<file path="config.mk">
export PLATFORM = sky130hd
export DESIGN_NAME = bias_mem_loader
export DESIGN_NICKNAME = d
export VERILOG_FILES = /design/src/rtl/bias_pkg.sv /design/src/rtl/bias_bank.sv /design/src/rtl/bias_mem_loader.sv
export SDC_FILE = /design/constraint.sdc
export NUM_CORES = 1
export LEC_CHECK = 0
export ABC_AREA = 1
export CORE_ASPECT_RATIO = 0.8
export CORE_UTILIZATION = 52
export CTS_CLUSTER_DIAMETER = 60
export CTS_CLUSTER_SIZE = 24
export DETAILED_ROUTE_END_ITERATION = 10
export GPL_TIMING_DRIVEN = 0
export PLACE_DENSITY = 0.86
export REMOVE_ABC_BUFFERS = 1
export SYNTH_ARGS = -nofsm -noshare
export SYNTH_HDL_FRONTEND = slang
export SYNTH_SLANG_ARGS = --single-unit
</file>
<file path="constraint.sdc">
create_clock -name clk -period 5.08 [get_ports clk]
set_input_delay 0.762 -clock clk [delete_from_list [all_inputs] [get_ports clk]]
set_output_delay 0.762 -clock clk [all_outputs]
set_load 0.03 [all_outputs]
</file>
<file path="src/rtl/bias_pkg.sv">
// Shared types and defaults for the run-time bias memory loader.
package bias_pkg;

    typedef enum logic [1:0] {
        IDLE   = 2'd0,
        LOAD_H = 2'd1,
        LOAD_O = 2'd2,
        DONE   = 2'd3
    } state_t;

    localparam int DEF_H_NODE_NUMBER = 20;
    localparam int DEF_O_NODE_NUMBER = 10;
    localparam int DEF_DATA_WIDTH    = 8;

    // Index must address the larger of the two banks; never narrower than 1 bit.
    function automatic int idx_width(input int h_nodes, input int o_nodes);
        int m;
        m = (h_nodes > o_nodes) ? h_nodes : o_nodes;
        return (m < 2) ? 1 : $clog2(m);
    endfunction

endpackage

</file>
<file path="src/rtl/bias_bank.sv">
// N x DATA_WIDTH register bank, written one entry at a time, read as one flat vector.
module bias_bank
    import bias_pkg::*;
#(
    parameter int N          = DEF_H_NODE_NUMBER,
    parameter int DATA_WIDTH = DEF_DATA_WIDTH,
    parameter int ADDR_W     = 5
) (
    input  logic                    clk,
    input  logic                    rst,
    input  logic                    we,
    input  logic [ADDR_W-1:0]       waddr,
    input  logic [DATA_WIDTH-1:0]   wdata,
    output logic [N*DATA_WIDTH-1:0] data
);

    // Entry i lives at [i*DATA_WIDTH +: DATA_WIDTH], node 0 in the low byte.
    always_ff @(posedge clk) begin
        if (rst) begin
            data <= '0;
        end else if (we) begin
            for (int i = 0; i < N; i++) begin
                if (waddr == ADDR_W'(i)) begin
                    data[i*DATA_WIDTH +: DATA_WIDTH] <= wdata;
                end
            end
        end
    end

endmodule

</file>
<file path="src/rtl/bias_mem_loader.sv">
// Streams bias bytes into a hidden-layer bank and then an output-layer bank,
// so the network biases can be reprogrammed at run time.
module bias_mem_loader
    import bias_pkg::*;
#(
    parameter int H_NODE_NUMBER = DEF_H_NODE_NUMBER,
    parameter int O_NODE_NUMBER = DEF_O_NODE_NUMBER,
    parameter int DATA_WIDTH    = DEF_DATA_WIDTH
) (
    input  logic                                clk,
    input  logic                                rst,
    input  logic                                start,
    input  logic                                abort,
    input  logic [DATA_WIDTH-1:0]               in_data,
    input  logic                                in_valid,
    output logic                                in_ready,
    output logic [H_NODE_NUMBER*DATA_WIDTH-1:0] h_bias,
    output logic [O_NODE_NUMBER*DATA_WIDTH-1:0] o_bias,
    output logic                                busy,
    output logic                                done
);

    localparam int IDX_W = idx_width(H_NODE_NUMBER, O_NODE_NUMBER);

    state_t           state, state_nx;
    logic [IDX_W-1:0] idx, idx_nx;
    logic             we_h, we_o;
    logic             xfer;

    // Handshake: a byte moves on a rising edge with in_valid && in_ready.
    // in_ready is a flop decoded from the next state only (high in LOAD_H/LOAD_O),
    // so there is no combinational path from in_valid back to in_ready.
    assign xfer = in_valid && in_ready;

    always_ff @(posedge clk) begin
        if (rst) begin
            state    <= IDLE;
            idx      <= '0;
            in_ready <= 1'b0;
            busy     <= 1'b0;
            done     <= 1'b0;
        end else begin
            state    <= state_nx;
            idx      <= idx_nx;
            in_ready <= (state_nx == LOAD_H) || (state_nx == LOAD_O);
            busy     <= (state_nx == LOAD_H) || (state_nx == LOAD_O);
            done     <= (state_nx == DONE);
        end
    end

    // Abort outranks both start and a coinciding transfer in every state.
    always_comb begin
        state_nx = state;
        idx_nx   = idx;
        we_h     = 1'b0;
        we_o     = 1'b0;
        case (state)
            IDLE, DONE: begin
                if (abort) begin
                    state_nx = IDLE;
                end else if (start) begin
                    idx_nx   = '0;
                    state_nx = LOAD_H;
                end
            end
            LOAD_H: begin
                if (abort) begin
                    state_nx = IDLE;
                end else if (xfer) begin
                    we_h = 1'b1;
                    if (idx == IDX_W'(H_NODE_NUMBER - 1)) begin
                        idx_nx   = '0;
                        state_nx = LOAD_O;
                    end else begin
                        idx_nx = idx + 1'b1;
                    end
                end
            end
            LOAD_O: begin
                if (abort) begin
                    state_nx = IDLE;
                end else if (xfer) begin
                    we_o = 1'b1;
                    if (idx == IDX_W'(O_NODE_NUMBER - 1)) begin
                        idx_nx   = '0;
                        state_nx = DONE;
                    end else begin
                        idx_nx = idx + 1'b1;
                    end
                end
            end
            default: begin
                state_nx = IDLE;
            end
        endcase
    end

    bias_bank #(
        .N          (H_NODE_NUMBER),
        .DATA_WIDTH (DATA_WIDTH),
        .ADDR_W     (IDX_W)
    ) u_h_bank (
        .clk   (clk),
        .rst   (rst),
        .we    (we_h),
        .waddr (idx),
        .wdata (in_data),
        .data  (h_bias)
    );

    bias_bank #(
        .N          (O_NODE_NUMBER),
        .DATA_WIDTH (DATA_WIDTH),
        .ADDR_W     (IDX_W)
    ) u_o_bank (
        .clk   (clk),
        .rst   (rst),
        .we    (we_o),
        .waddr (idx),
        .wdata (in_data),
        .data  (o_bias)
    );

endmodule

</file>
### Yosys cells after proc, flatten, opt, wreduce, memory -nomap -nowiden

Cells that the tools add are included.

| word-level totals | value |
|---|---|
| logic and storage cells | 124 |
| memories kept | 0 |
| bits of input ports | 13 |
| latch bits | 0 |
| memory bits (read-only) | 0 |
| bits in registers | 249 |
| memory bits (writable) | 0 |
| output and inout port bits | 243 |

| operators by class | value |
|---|---|
| mux-type cells | 22 |
| bitwise logic cells | 0 |
| $mul | 0 |
| div/mod/pow operators | 0 |
| shift-type cells | 0 |
| reductions and logical operators | 36 |
| order comparisons | 0 |
| equal/unequal tests | 31 |
| add/subtract/negate cells | 1 |

Operators with widths:

| kind | number |
|---|---|
| $reduce_and 2->1 | 30 |
| $eq 5x4->1 const B | 8 |
| $mux 5 | 8 |
| $eq 5x3->1 const B | 4 |
| $eq 5x5->1 const B | 4 |
| $mux 2 | 8 |
| $pmux 5 s3 | 1 |
| $ne 2x2->1 const B | 6 |
| $eq 5x2->1 const B | 2 |
| $eq 2x2->1 const B | 4 |
| $pmux 2 s3 | 1 |
| $reduce_and 6->1 | 1 |
| $add 5x1->5 const B | 1 |
| $eq 5x1->1 const B | 1 |
| $logic_not 5->1 | 1 |
| $eq 2x1->1 const B | 2 |
| $mux 1 | 4 |
| $logic_not 2->1 | 1 |
| $reduce_or 2->1 | 1 |
| $logic_and 1x1->1 | 1 |
| $logic_or 1x1->1 | 1 |

### Longest topological paths before layout

| depth | value |
|---|---|
| depth in word-level cells | 7 |
| mapped depth | 13 |
| mapped depth without buffers | 13 |

### Hierarchy

From an unflattened synthesis, not the netlist that was laid out.

| unflattened totals | value |
|---|---|
| cell total of the unflattened synthesis | 1867 |
| area total of the unflattened synthesis | 11790.1 µm² |

Modules (own cells, without submodules):

| module | cells an instance | times used | seq. area each (µm²) | area an instance (µm²) |
|---|---|---|---|---|
| bias_bank (u_h_bank) | 1152 | 1 | 3203.1 | 7143.1 |
| bias_bank (u_o_bank) | 606 | 1 | 1601.5 | 3962.6 |
| bias_mem_loader | 109 | 1 | 180.2 | 684.4 |

### Worst setup path after synthesis

Ideal clock, no wire load.

| timing | value |
|---|---|
| path kind | input to register |
| from | input port abort |
| to | register u_h_bank.data[104] |
| arrival | 1671 ps |
| setup time | 113 ps |
| buffers on the path | 1 |
| path slack | 3295 ps |
| data required time | 4967 ps |
| cell stages on the path | 9 |
| cells stage by stage | inv_2 nand3_4 inv_2 nand2_4 nor2_4 nand2_1 buf_2 nor2_1 nor2_1 |

| between the ends | value |
|---|---|
| longest elaborated chain between the ends | 3 |

Ends and longest elaborated chain:

| item | line | RTL |
|---|---|---|
| start: declaration | bias_mem_loader.sv:13 | `input logic abort,` |
| $mux 1 | bias_mem_loader.sv:67 | `if (abort) begin` |
| $mux 1 | bias_mem_loader.sv:57 | `case (state)` |
| $reduce_and 2->1 (no line) | n/a |  |
| end signal: indexed assignment | bias_bank.sv:24 | `data[i*DATA_WIDTH +: DATA_WIDTH] <= wdata;` |
| end: declaration | bias_bank.sv:14 | `output logic [N*DATA_WIDTH-1:0] data` |

No other way between the ends.
A chain may end at the register's enable or synchronous reset.

==> results.txt <==
The mean routed wirelength per cell works out to 15.97 µm. For this run, the top clock speed supported by timing is 359.6 MHz. Yosys attributes the largest share of cell area to sky130_fd_sc_hd__dfxtp_1 (54%), sky130_fd_sc_hd__nor2_1 (19%), sky130_fd_sc_hd__o21ai_0 (11%). The tools report the number of detailed-routing iterations run before antenna repair as 5. By count the netlist is led by sky130_fd_sc_hd__nor2_1 (467), sky130_fd_sc_hd__dfxtp_1 (249), sky130_fd_sc_hd__o21ai_0 (206), sky130_fd_sc_hd__nand2_1 (101), sky130_fd_sc_hd__inv_1 (74). For the cell-internal power, the log shows 2.532 mW. The number of antenna violations at the first check in global routing was 0; the final core utilization was 0.7061. The final-report hold violation count was 0; the total negative slack was 0 ns.

The H-tree depth is 1, and the cell leakage power is 4.966 nW. Classification of the worst-slack hold path: flop to flop. The worst setup path is of the input pin to flop kind. The detailed router placed 8828 vias in this run. TritonCTS built the clock tree. The CTS clock-pin slew for the worst setup and hold paths is 0.09 ns.

The per-instance average area after synthesis works out to 7.459 µm². The congestion estimate from routability-driven global placement came to 0.8663. The share of async-settable or async-resettable flops after synthesis works out to 0. The final layout net count is 1483. Type of destination of the critical path: a flop. The number of maximum-capacitance constraint violations is 0. In this run, synthesis produced a sequential element count of 249. The longest clock path from root to sink contains 3 buffers. Setup repair after global routing left no endpoint under its margin. Entering global routing, the biggest net connects 132 pins.

Hold repair after CTS inserted 0 buffers. The dominant synthesized flop cell is sky130_fd_sc_hd__dfxtp_1. The tools report the setup violation total in the final timing report as 0. The share of layout cells above drive strength 1 works out to 0.04161.

By instance count, the leading cell after synthesis is sky130_fd_sc_hd__nor2_1. The tools report the routed wire length as 27010 µm. The reported net switching power is 0.7596 mW.

The count of buffers added on input and output ports is 255. The run finished with clean final reports. After detailed routing, the number of vias per cell comes to 5.221. The area of the core was 0.01743 mm²; the netlist area before placement was 0.009301 mm². The slew of the pin with the lowest slew margin is 0.9657 ns, and the instance count of the mapped netlist is 1247. The relative contribution of the clock network to total power is 0.369.

The tools report the clock sink count as 249. For the normalized max-slew margin, the log shows 0.3542. Clock latency on the worst-skew pair, taken at its later pin, is 0.48 ns. In this run the vertical extent of the chip is 121.6 µm. Across the routed clock network, the largest skew measured is 0.01079 ns. Once detailed placement completed, the half-perimeter wirelength came to 17380 µm.

The number of enable flip-flop cells after synthesis is 0. The portion of the clock cycle consumed by the worst path in the final layout is 0.5474. For the final routed DRC violation total, the log shows 0. The post-synthesis to final-layout area growth is 32.34%.

After clock tree synthesis, the repair step resized 0 gates. The count of nets left with antenna violations once routing finished came out at 0. The logs give 0.01843 mm² for the die footprint and 0.2868 for the total routing usage reported by global routing. The logs give 0.593 for the portion of total power attributed to sequential cells and 3.20 ns for the data arrival time at the worst-slack endpoint. Minimum clock period after layout: 2.781 ns. The number of pins exceeding their max-slew limit in the final report came out at 0. The worst setup path is launched from an input pin. The number of different library cells in the post-synthesis netlist is 23.

In this run the clock root is driven by a sky130_fd_sc_hd__clkbuf_16. The number of setup buffers added after CTS is 0. The switching share of total power is 0.2308.

The via count of the first global-routing pass is 8029. The top cell type's share of synthesized area works out to 0.5359. 256 I/O pins were placed. For the combinational power share, the log shows 0.037.

The row count was 43; the horizontal extent of the die was 151.5 µm. The detailed router's first-iteration violation count came out at 525. The largest area contributor in the synthesized netlist was sky130_fd_sc_hd__dfxtp_1. The Yosys step of the flow raised 0 warnings.

The tools report the number of antenna cells inserted as 0. The first global-routing pass estimated 41690 µm of wire. IR analysis of the VDD net gives a maximum drop of 0.0001694 V. Power spread over the standard cell area amounts to 267.4 mW/mm². For the sequential share of the synthesized area, the log shows 0.5359. Data on the critical path is required at its endpoint by 5.49 ns. Global routing finished with a remaining overflow of 0.

The maximum fanout along the worst path is 131, and the starting utilization of the core area is 0.5336. Clock tree synthesis inserted a total of 15 buffers.
## stage by stage
stage / instances / power (mW) / area [µm²] / hold slack, ns / setup WS [ns]
after floorplan: 1189 / 2.052 / 9059 / 0.4848 / 1.434
after detailed placement: 1670 / 2.119 / 11890 / 0.4553 / 1.811
after CTS: 1691 / 3.298 / 12310 / 0.4680 / 2.283
final: 1691 / 3.291 / 12310 / 0.4672 / 2.299
after global routing: 1691 / 3.388 / 12310 / 0.4788 / 2.117
after global placement: 1669 / 2.125 / 11890 / 0.4485 / -1.339
## power groups by stage
stage	registers (mW)	clock network, mW	logic, mW
final	1.95	1.22	0.123
after global routing	1.95	1.30	0.133
after CTS	1.95	1.23	0.120
after detailed placement	2.00	0	0.120
after global placement	2.00	0	0.126
after floorplan	2.00	0	0.0513
## flip-flops by register name, summed over array words and instances (netlist names)
name,flops
busy,1
done,1
idx,5
state,2
u_h_bank.data,160
u_o_bank.data,80
## cells in the final DEF, fill, tap and decap left out, types with 3 or more instances in the layout
cell / Yosys / layout
sky130_fd_sc_hd__a21oi_1: 21 / 21
sky130_fd_sc_hd__buf_2: 5 / 8
sky130_fd_sc_hd__clkbuf_16: 0 / 15
sky130_fd_sc_hd__clkdlybuf4s50_1: 0 / 247
sky130_fd_sc_hd__dfxtp_1: 249 / 249
sky130_fd_sc_hd__ha_1: 8 / 8
sky130_fd_sc_hd__inv_1: 74 / 73
sky130_fd_sc_hd__inv_2: 8 / 8
sky130_fd_sc_hd__inv_6: 0 / 4
sky130_fd_sc_hd__nand2_1: 101 / 101
sky130_fd_sc_hd__nand3_1: 27 / 27
sky130_fd_sc_hd__nand4_1: 3 / 3
sky130_fd_sc_hd__nor2_1: 467 / 467
sky130_fd_sc_hd__nor2_2: 6 / 6
sky130_fd_sc_hd__nor2_4: 11 / 11
sky130_fd_sc_hd__o21ai_0: 206 / 206
## critical path: stages
cell and delay [ns]:
sky130_fd_sc_hd__clkdlybuf4s50_1 0.90, sky130_fd_sc_hd__inv_6 0.73, sky130_fd_sc_hd__buf_16 0.42, sky130_fd_sc_hd__o21ai_0 0.20, sky130_fd_sc_hd__nor2_1 0.14
## cells by family after synthesis
group	Yosys count	synth area share
adders and majority gates	8	0.01076
DFF	249	0.5359
buffers and inverters	140	0.05919
and+or+nand+nor	622	0.2713
AOI/OAI and AO/OA	228	0.1228
## worst paths after layout
check,startpoint,to,slack [ns],cells past startpoint
max,rst,u_h_bank.data[55],2.30,5
min reg2reg,u_h_bank.data[71],u_h_bank.data[71],0.47,2
max reg2reg,state[1],u_h_bank.data[146],2.59,8
min,u_h_bank.data[71],u_h_bank.data[71],0.47,2
## cell type report
| class | instances | area (µm²) |
|---|---|---|
| Timing Repair Buffer | 256 | 2540 |
| Sequential cell | 249 | 4985 |
| Multi-Input combinational cell | 858 | 3766 |
| Tap cell | 225 | 281.5 |
| Clock inverter | 5 | 45.04 |
| Fill cell | 1393 | 5122 |
| Clock buffer | 16 | 379.1 |
| Inverter | 82 | 312.8 |
## layer usage
metal	global-route usage	up-vias	share of wire
met5	0	-	0
met4	0.07735	0	0.019
met3	0.08652	41	0.10
met2	0.4623	354	0.46
met1	0.3725	4101	0.42
li1	-	4332	-
Note: power is estimated with default switching activity, not from simulation.
